--- src/rtl/l2_arbiter_if.sv ---
// l2_arbiter_if: L1 I/D miss ports and the shared L2 port seen by the arbiter
interface l2_arbiter_if #(
  parameter int ADDR_W = 16,
  parameter int LINE_W = 128
);
  logic              i_read;
  logic [ADDR_W-1:0] i_address;
  logic              i_resp;
  logic [LINE_W-1:0] i_rdata;
  logic              d_read;
  logic              d_write;
  logic [ADDR_W-1:0] d_address;
  logic [LINE_W-1:0] d_wdata;
  logic              d_resp;
  logic [LINE_W-1:0] d_rdata;
  logic              l2_read;
  logic              l2_write;
  logic [ADDR_W-1:0] l2_address;
  logic [LINE_W-1:0] l2_wdata;
  logic [LINE_W-1:0] l2_rdata;
  logic              l2_resp;
  modport slave (
    input  i_read, i_address, d_read, d_write, d_address, d_wdata, l2_rdata, l2_resp,
    output i_resp, i_rdata, d_resp, d_rdata, l2_read, l2_write, l2_address, l2_wdata
  );
  modport master (
    output i_read, i_address, d_read, d_write, d_address, d_wdata, l2_rdata, l2_resp,
    input  i_resp, i_rdata, d_resp, d_rdata, l2_read, l2_write, l2_address, l2_wdata
  );
endinterface

--- src/rtl/l2_arbiter.sv ---
// l2_arbiter: round-robin sharing of the L2 port between the L1 I-cache and D-cache
module l2_arbiter #(
  parameter int ADDR_W = 16,
  parameter int LINE_W = 128,
  parameter int CNT_W  = 16
) (
  input  logic             clk,
  input  logic             reset,
  l2_arbiter_if.slave      bus,
  output logic [CNT_W-1:0] contention_cnt
);
  typedef enum logic [1:0] {IDLE, SERVE_I, SERVE_D} state_t;
  state_t            state, state_n;
  logic              last_d, d_req, grant_i, grant_d, done, wait_inc;
  logic              hold_write;
  logic [ADDR_W-1:0] hold_addr;
  logic [LINE_W-1:0] hold_wdata;
  always_comb begin
    d_req    = bus.d_read || bus.d_write;
    grant_i  = bus.i_read && (!d_req || last_d);
    grant_d  = d_req && !grant_i;
    done     = state != IDLE && bus.l2_resp;
    state_n  = state == IDLE ? (grant_i ? SERVE_I : grant_d ? SERVE_D : IDLE) : done ? IDLE : state;
    wait_inc = state == IDLE ? bus.i_read && d_req : state == SERVE_I ? d_req : bus.i_read;
  end
  always_ff @(posedge clk) begin
    if (reset) begin
      state          <= IDLE;
      last_d         <= 1'b1;
      hold_write     <= 1'b0;
      hold_addr      <= '0;
      hold_wdata     <= '0;
      contention_cnt <= '0;
    end else begin
      state <= state_n;
      if (state == IDLE && (grant_i || grant_d)) begin
        hold_addr  <= grant_i ? bus.i_address : bus.d_address;
        hold_wdata <= grant_i ? '0 : bus.d_wdata;
        hold_write <= grant_d && bus.d_write;
      end
      if (done) last_d <= state == SERVE_D;
      if (wait_inc && !(&contention_cnt)) contention_cnt <= contention_cnt + 1'b1;
    end
  end
  assign bus.l2_read    = state != IDLE && !hold_write;
  assign bus.l2_write   = state != IDLE && hold_write;
  assign bus.l2_address = hold_addr;
  assign bus.l2_wdata   = hold_wdata;
  assign bus.i_resp     = state == SERVE_I && bus.l2_resp;
  assign bus.d_resp     = state == SERVE_D && bus.l2_resp;
  assign bus.i_rdata    = bus.l2_rdata;
  assign bus.d_rdata    = bus.l2_rdata;
endmodule
--- src/flat_wrapper.sv ---
// flat-port wrapper written by rule: the top's interface ports become plain ports
module l2_arbiter_flat 
#(
  parameter int ADDR_W = 16,
  parameter int LINE_W = 128,
  parameter int CNT_W  = 16
)
  (clk, reset, contention_cnt, bus_i_read, bus_i_address, bus_d_read, bus_d_write, bus_d_address, bus_d_wdata, bus_l2_rdata, bus_l2_resp, bus_i_resp, bus_i_rdata, bus_d_resp, bus_d_rdata, bus_l2_read, bus_l2_write, bus_l2_address, bus_l2_wdata);
  l2_arbiter_if #(.ADDR_W(ADDR_W), .LINE_W(LINE_W)) bus_i ();
  input  logic clk;
  input  logic reset;
  output logic [CNT_W-1:0] contention_cnt;
  input wire logic [$bits(bus_i.i_read)-1:0] bus_i_read;
  input wire logic [$bits(bus_i.i_address)-1:0] bus_i_address;
  input wire logic [$bits(bus_i.d_read)-1:0] bus_d_read;
  input wire logic [$bits(bus_i.d_write)-1:0] bus_d_write;
  input wire logic [$bits(bus_i.d_address)-1:0] bus_d_address;
  input wire logic [$bits(bus_i.d_wdata)-1:0] bus_d_wdata;
  input wire logic [$bits(bus_i.l2_rdata)-1:0] bus_l2_rdata;
  input wire logic [$bits(bus_i.l2_resp)-1:0] bus_l2_resp;
  output wire logic [$bits(bus_i.i_resp)-1:0] bus_i_resp;
  output wire logic [$bits(bus_i.i_rdata)-1:0] bus_i_rdata;
  output wire logic [$bits(bus_i.d_resp)-1:0] bus_d_resp;
  output wire logic [$bits(bus_i.d_rdata)-1:0] bus_d_rdata;
  output wire logic [$bits(bus_i.l2_read)-1:0] bus_l2_read;
  output wire logic [$bits(bus_i.l2_write)-1:0] bus_l2_write;
  output wire logic [$bits(bus_i.l2_address)-1:0] bus_l2_address;
  output wire logic [$bits(bus_i.l2_wdata)-1:0] bus_l2_wdata;
  assign bus_i.i_read = bus_i_read;
  assign bus_i.i_address = bus_i_address;
  assign bus_i.d_read = bus_d_read;
  assign bus_i.d_write = bus_d_write;
  assign bus_i.d_address = bus_d_address;
  assign bus_i.d_wdata = bus_d_wdata;
  assign bus_i.l2_rdata = bus_l2_rdata;
  assign bus_i.l2_resp = bus_l2_resp;
  assign bus_i_resp = bus_i.i_resp;
  assign bus_i_rdata = bus_i.i_rdata;
  assign bus_d_resp = bus_i.d_resp;
  assign bus_d_rdata = bus_i.d_rdata;
  assign bus_l2_read = bus_i.l2_read;
  assign bus_l2_write = bus_i.l2_write;
  assign bus_l2_address = bus_i.l2_address;
  assign bus_l2_wdata = bus_i.l2_wdata;
  l2_arbiter #(.ADDR_W(ADDR_W), .LINE_W(LINE_W), .CNT_W(CNT_W)) u_core (.clk(clk), .reset(reset), .bus(bus_i), .contention_cnt(contention_cnt));
endmodule
--- config.mk ---
export PLATFORM = sky130hd
export DESIGN_NAME = l2_arbiter_flat
export DESIGN_NICKNAME = d
export VERILOG_FILES = /design/src/rtl/l2_arbiter_if.sv /design/src/rtl/l2_arbiter.sv /design/src/flat_wrapper.sv
export SDC_FILE = /design/constraint.sdc
export NUM_CORES = 1
export LEC_CHECK = 0
export BUFFER_PORTS_ARGS = -buffer_cell sky130_fd_sc_hd__clkbuf_2
export CAP_MARGIN = 20
export CELL_PAD_IN_SITES_DETAIL_PLACEMENT = 0
export CELL_PAD_IN_SITES_GLOBAL_PLACEMENT = 2
export CORE_AREA = 2 2 279 281
export DETAILED_ROUTE_END_ITERATION = 16
export DIE_AREA = 0 0 281 283
export PLACE_DENSITY = 0.6
export SLEW_MARGIN = 10
export SYNTH_ARGS = -nofsm -noshare
export SYNTH_HDL_FRONTEND = slang
export SYNTH_SLANG_ARGS = --single-unit
--- constraint.sdc ---
create_clock -name clk -period 1.6 [get_ports clk]
set_input_delay 0.08 -clock clk [delete_from_list [all_inputs] [get_ports clk]]
set_output_delay 0.08 -clock clk [all_outputs]
set_load 0.005 [all_outputs]
## After elaboration in Yosys (flattened, before gate mapping)

Cells that the tools add are included.

- ROM bits: 0
- Bits in latches: 0
- Input bits: 294
- Bits in writable memories: 0
- Register bits: 164
- Memories kept: 0
- Output and inout port bits: 420

- Shift-type cells: 0
- $lt $le $gt $ge: 0
- Muxes and demuxes: 8
- Equality and inequality tests: 2
- Bitwise logic cells: 0
- Add/sub/neg operators: 1
- Div/mod/pow operators: 0
- Reduce and logical (&&, ||, !) cells: 22
- Multipliers: 0

Operators with widths:

| operator | number |
|---|---|
| 128-bit two-way mux | 1 |
| 16-bit by 1-bit adder with 16-bit output, second input constant | 1 |
| 16-bit two-way mux | 1 |
| 16-bit AND reduction | 1 |
| 1-bit logical AND | 11 |
| 2-bit two-way mux | 4 |
| 1-bit logical NOT | 4 |
| 2-bit nonzero test | 2 |
| 1-bit logical OR | 3 |
| 2-bit by 1-bit equality test with 1-bit output, second input constant | 1 |
| 2-bit equality test, second input constant | 1 |
| 2-bit logical NOT | 1 |
| 1-bit two-way mux | 2 |

## Longest topological paths before layout

- Depth in word-level cells: 9
- Depth in mapped cells: 7

## Worst setup path before layout

OpenSTA, ideal clock, no wires.

- Path type: register to register
- Start point: register u_core.contention_cnt[0]
- End point: register u_core.contention_cnt[10]
- Arrival: 1.481 ns
- Setup time: 0.121 ns
- Clock period less this slack: 1.602 ns
- Path slack: -0.002 ns
- Buffers on the path: 0
- Stages on the path, launching flop included: 6
- Required time: 1.479 ns
- Path through: dfxtp_1 ha_1 and3_1 o211ai_2 nor4_1 mux2_2

- Word-level cells in the longest chain between the ends: 3
- Elaborated cells on any way between the ends: 4

RTL lines:

| what | RTL line | RTL |
|---|---|---|
| start, declared | l2_arbiter.sv:10 | `output logic [CNT_W-1:0] contention_cnt` |
| start signal, assigned | l2_arbiter.sv:42 | `if (wait_inc && !(&contention_cnt)) contention_cnt <= contention_cnt + 1'b1;` |
| branches (longest 3 deep; another with 16-bit by 1-bit adder with 16-bit output) | -- |  |

Parallel ways; which one is timed is not known.
A chain may end at the register's enable or synchronous reset.

## Worst setup path in the final report

- Start point: register u_core.state[1]
- End point: register u_core.hold_wdata[71], in the netlist u_core.bus.l2_wdata[71]

- Word-level cells in the longest chain between the ends: 2

RTL lines:

| what | RTL line | RTL |
|---|---|---|
| start, declared | l2_arbiter.sv:13 | `state_t state, state_n;` |
| start signal, assigned | l2_arbiter.sv:35 | `state <= state_n;` |
| 2-bit logical NOT | l2_arbiter.sv:36 | `if (state == IDLE && (grant_i \|\| grant_d)) begin` |
| 1-bit logical AND | l2_arbiter.sv:36 |  |
| end signal, assigned | l2_arbiter.sv:38 | `hold_wdata <= grant_i ? '0 : bus.d_wdata;` |
| end, declared | l2_arbiter.sv:17 | `logic [LINE_W-1:0] hold_wdata;` |

No other way between the ends.

==> out/results.env <==
SYNTHARSTFLOPSHARE_PCT=0
ROUTE.VIAS.TOTAL=7209
WORSTREG2REGEND='u_core.bus.l2_wdata[71]$_SDFFE_PP0P_'
DPL_WORST_SLACK_PS=-92.4
SLEW-LIMIT-HEADROOM_PCT=74.9
POST_SYNTH_MAIN_AREA_CONTRIBUTORS='sky130_fd_sc_hd__dfxtp_1 41%, sky130_fd_sc_hd__buf_4 24%, sky130_fd_sc_hd__a22oi_1 12%'
CTS_INSERTED_BUFFERS=17
ANTENNA_FOUND_INITIAL=4
CP_NUM_BUF_INV=3
GRT_PASS1_WL_UM=47400
PERIOD_SHARE_PCT=101
WORST-PATH-STAGES=7
FIN_WORST_HOLD_SLACK_PS=160
CRIT_FAMILY='buffers and inverters'
CLOCK-ROOT-BUFFER='sky130_fd_sc_hd__clkbuf_16'
WORSTREGTOREGCELLS=7
YOSYSSEQAREASHARE_PCT=40.9
TRITONCTS='built'
TIMING_WORST_SETUP_PATH_TYPE='reg -> reg'
GRT-OVFL-TOTAL=0
CORE-AREA_MM2=0.0767
SETUP_VIOL=12
YOSYS.CELL_TYPES.COUNT=49
DIE_AREA_MM2=0.0795
DPL_CELL_AREA_MM2=0.00942
LAYOUT_COMMON_CELLS='326 x sky130_fd_sc_hd__clkbuf_2, 163 x sky130_fd_sc_hd__dlygate4sd3_1, 157 x sky130_fd_sc_hd__nor2_1'
FIRST_GLOBAL_VIAS=7635
FINAL_AREA_MM2=0.0123
WORST_SKEW_PAIR.LATE_LATENCY_PS=490
CRIT_PATH_CELL_TRACE='or2_4, a211oi_4, buf_12, buf_12, buf_8, a22oi_1, nor2_1'
DP_HPWL_UM=23700
GRT_MAX_DEGREE=59
FIN_NETS=1468
WORST_SLEW_PIN_SLEW_PS=375
PORT_BUFFERS=329
SYNTH_AREA_PER_CELL_UM2=9.05
MIN_DELAY_PATH_DEPTH=0
WORST_SLACK_PS=-15.7
LAYOUT_COMMONEST_CELL='sky130_fd_sc_hd__clkbuf_2'
FMAXACHIEVABLE_MHz=619
DETAILEDROUTE.FIRSTITERATIONVIOLATIONS=247
FLOORPLAN.INITIALDENSITY_PCT=10.5
CRIT_PATH_TOP_DELAY_CELL='sky130_fd_sc_hd__dfxtp_2'
DIE_H_UM=283
WORSTSETUPSTARTPOINT='u_core.state[1]$_SDFFE_PP0P_'
TIMING.FINAL.CRIT_PERIOD_PS=1620
FINALWIRELENGTH_UM=33500
GPL.FINAL_WEIGHTED_CONGESTION=0.739
YOSYS.AREA.TOP_TYPE_SHARE_PCT=40.9
SYNTH-EDFF-COUNT=0
HOLDPATHEND='bus_d_rdata[52]'
CTS_HTREE_LEVELS=4
HOLDCRITPATHCLASS='in -> out'
CLOCK_PIN_SLEW_REPORTED_FOR_THE_WORST_SETUP_AND_HOLD_PATHS_AFTER_CLOCK_TREE_SYNTHESIS_PS=90
CRIT_TOP_CELL='sky130_fd_sc_hd__buf_12'
IR_DROP_mV=0.611
FINCLKSKEW_PS=36.5
AREA.GROWTH.SYNTH_TO_FINAL_PCT=53.1
SYNTH_TOP_CELL_BY_AREA='sky130_fd_sc_hd__dfxtp_1'
PIN_COUNT=714
GRT_UTIL_ALL_LAYERS_PCT=8.09
SYN_STD_CELL_AREA_MM2=0.00804
REG2REG_FROM='u_core.state[1]$_SDFFE_PP0P_'
RUN_STATUS='complete, but fails checks'
CORE.ROWCOUNT=102
CRIT_PATH_MAX_INCR_DELAY_PS=340
CRITPATHLAUNCHTYPE='flip-flop'
VIOLATED_CHECKS='setup timing'
CRIT_PATH_END_KIND='flip-flop'
VIASPERCELL=3.24
CTS_NUM_SINKS=164
HOLD_WC_STARTPOINT='bus_l2_rdata[52]'
GRT_SETUP_UNREPAIRED='yes'
SYNTHESIS.NETS=1183
SYNTH.YOSYS.WARNINGS=0
FP.DIEW_UM=281
FIN_TNS_SETUP_PS=-93.4
YS_SEQ_ELEMENTS=164
FF2FF_SETUP_SLACK_PS=-20
REPORTED_LEAKAGE_POWER_nW=5.12
P_PER_AREA_mW_PER_MM2=930
FILLER_CELL_COUNT=8630
FINAL_ANTENNA_NET_COUNT=0
CRIT_ARRIVAL_PS=2030
SYNTH_FF_TYPE='sky130_fd_sc_hd__dfxtp_1'
WL_PER_CELL_UM=15.1
DRC=0
CRITPATHMAXFANOUT=6
CLOCK_TREE.BUFFER_DEPTH=2
TIMING.MAX_CAP.VIOLATIONS=0
SYNTHCELLS=888
FINALHOLDVIOLCOUNT=0
DRT_FIRST_PASS_ITERS=4
FINAL_LAYOUT_SIZE_SUFFIX_GT1_SHARE_PCT=43.9
DRV_SLEW=0
WORSTPATHREQUIRED_PS=2010
## cell type report
class | count | area (um^2) | share of cell area (%)
Clock buffer | 17 | 425 | 3.46
Inverter | 7 | 28.8 | 0.234
Tap cell | 1040 | 1300 | 10.6
Clock inverter | 15 | 190 | 1.55
Multi-Input combinational cell | 408 | 2800 | 22.8
Sequential cell | 164 | 3300 | 26.8
Antenna cell | 1 | 2.50 | 0.0203
Timing Repair Buffer | 575 | 4250 | 34.5
## power by group
part,switching (W),internal [W]
Combinational,0.00112,0.00126
Sequential,0.000156,0.00435
Clock,0.00231,0.00225
Total,0.00358,0.00786
## state kept, by name, summed over array words and instances (netlist names)
name / count
u_core.bus.l2_wdata: 128
u_core.bus.l2_address: 16
u_core.contention_cnt: 16
u_core.state: 2
u_core.hold_write: 1
u_core.last_d: 1
## layer usage
| layer | wire length [um] | share of wire (%) | track usage (%) | vias up |
|---|---|---|---|---|
| met4 | 1890 | 5.6 | 5.48 | 8 |
| met5 | 46 | 0.14 | 0 | - |
| li1 | - | - | - | 3359 |
| met1 | 11800 | 35 | 7.91 | 3285 |
| met3 | 3760 | 11 | 4.12 | 139 |
| met2 | 16000 | 48 | 13.3 | 418 |
## per-stage QoR
stage               util (%)  power [W]  std cells
floorplan                  -    0.00599        888
global placement        12.3    0.00639       2011
detailed placement      12.3    0.00641       2011
CTS                     15.5     0.0116       2212
global route            16.0     0.0121       2226
finish                  16.0     0.0114       2227
## timing repair
action / in CTS / in global routing
hold endpoints to repair: 150 / 0
pin swaps: 3 / 66
gates resized for setup: 25 / 60
hold buffers: 163 / 0
cloned: 1 / 5
buffers inserted: 5 / 9
setup endpoints to repair: 128 / 148
## cells by family after synthesis
family                     count (synthesis)  synth area share, %
buffers and inverters                    316                 28.1
and+or+nand+nor                          213                 11.8
AOI/OAI and AO/OA                        170                 16.0
DFF                                      164                 40.9
adders and majority gates                  1                0.156
muxes                                     24                 3.08
## cell usage after synthesis (all sizes together), types with 3 or more instances
master    n
nor2    160
nand2     6
nor4      8
dfxtp   164
nand3     5
mux2      6
or3       4
o21ai     3
a21oi     6
buf     285
nor3      4
inv       7
nand4     5
nand2b    4
o31ai     3
nor2b     7
a211oi   19
mux2i    18
a22oi   128
clkbuf   24
## worst max path at each step
stage                                             end
5_1_grt          u_core.bus.l2_wdata[14]$_SDFFE_PP0P_
3_5_place_dp    u_core.bus.l2_wdata[107]$_SDFFE_PP0P_
6_report         u_core.bus.l2_wdata[71]$_SDFFE_PP0P_
2_1_floorplan  u_core.contention_cnt[10]$_SDFFE_PP0P_
4_1_cts          u_core.bus.l2_wdata[35]$_SDFFE_PP0P_
3_3_place_gp    u_core.contention_cnt[3]$_SDFFE_PP0P_
Power figures use the tool's default switching activity.
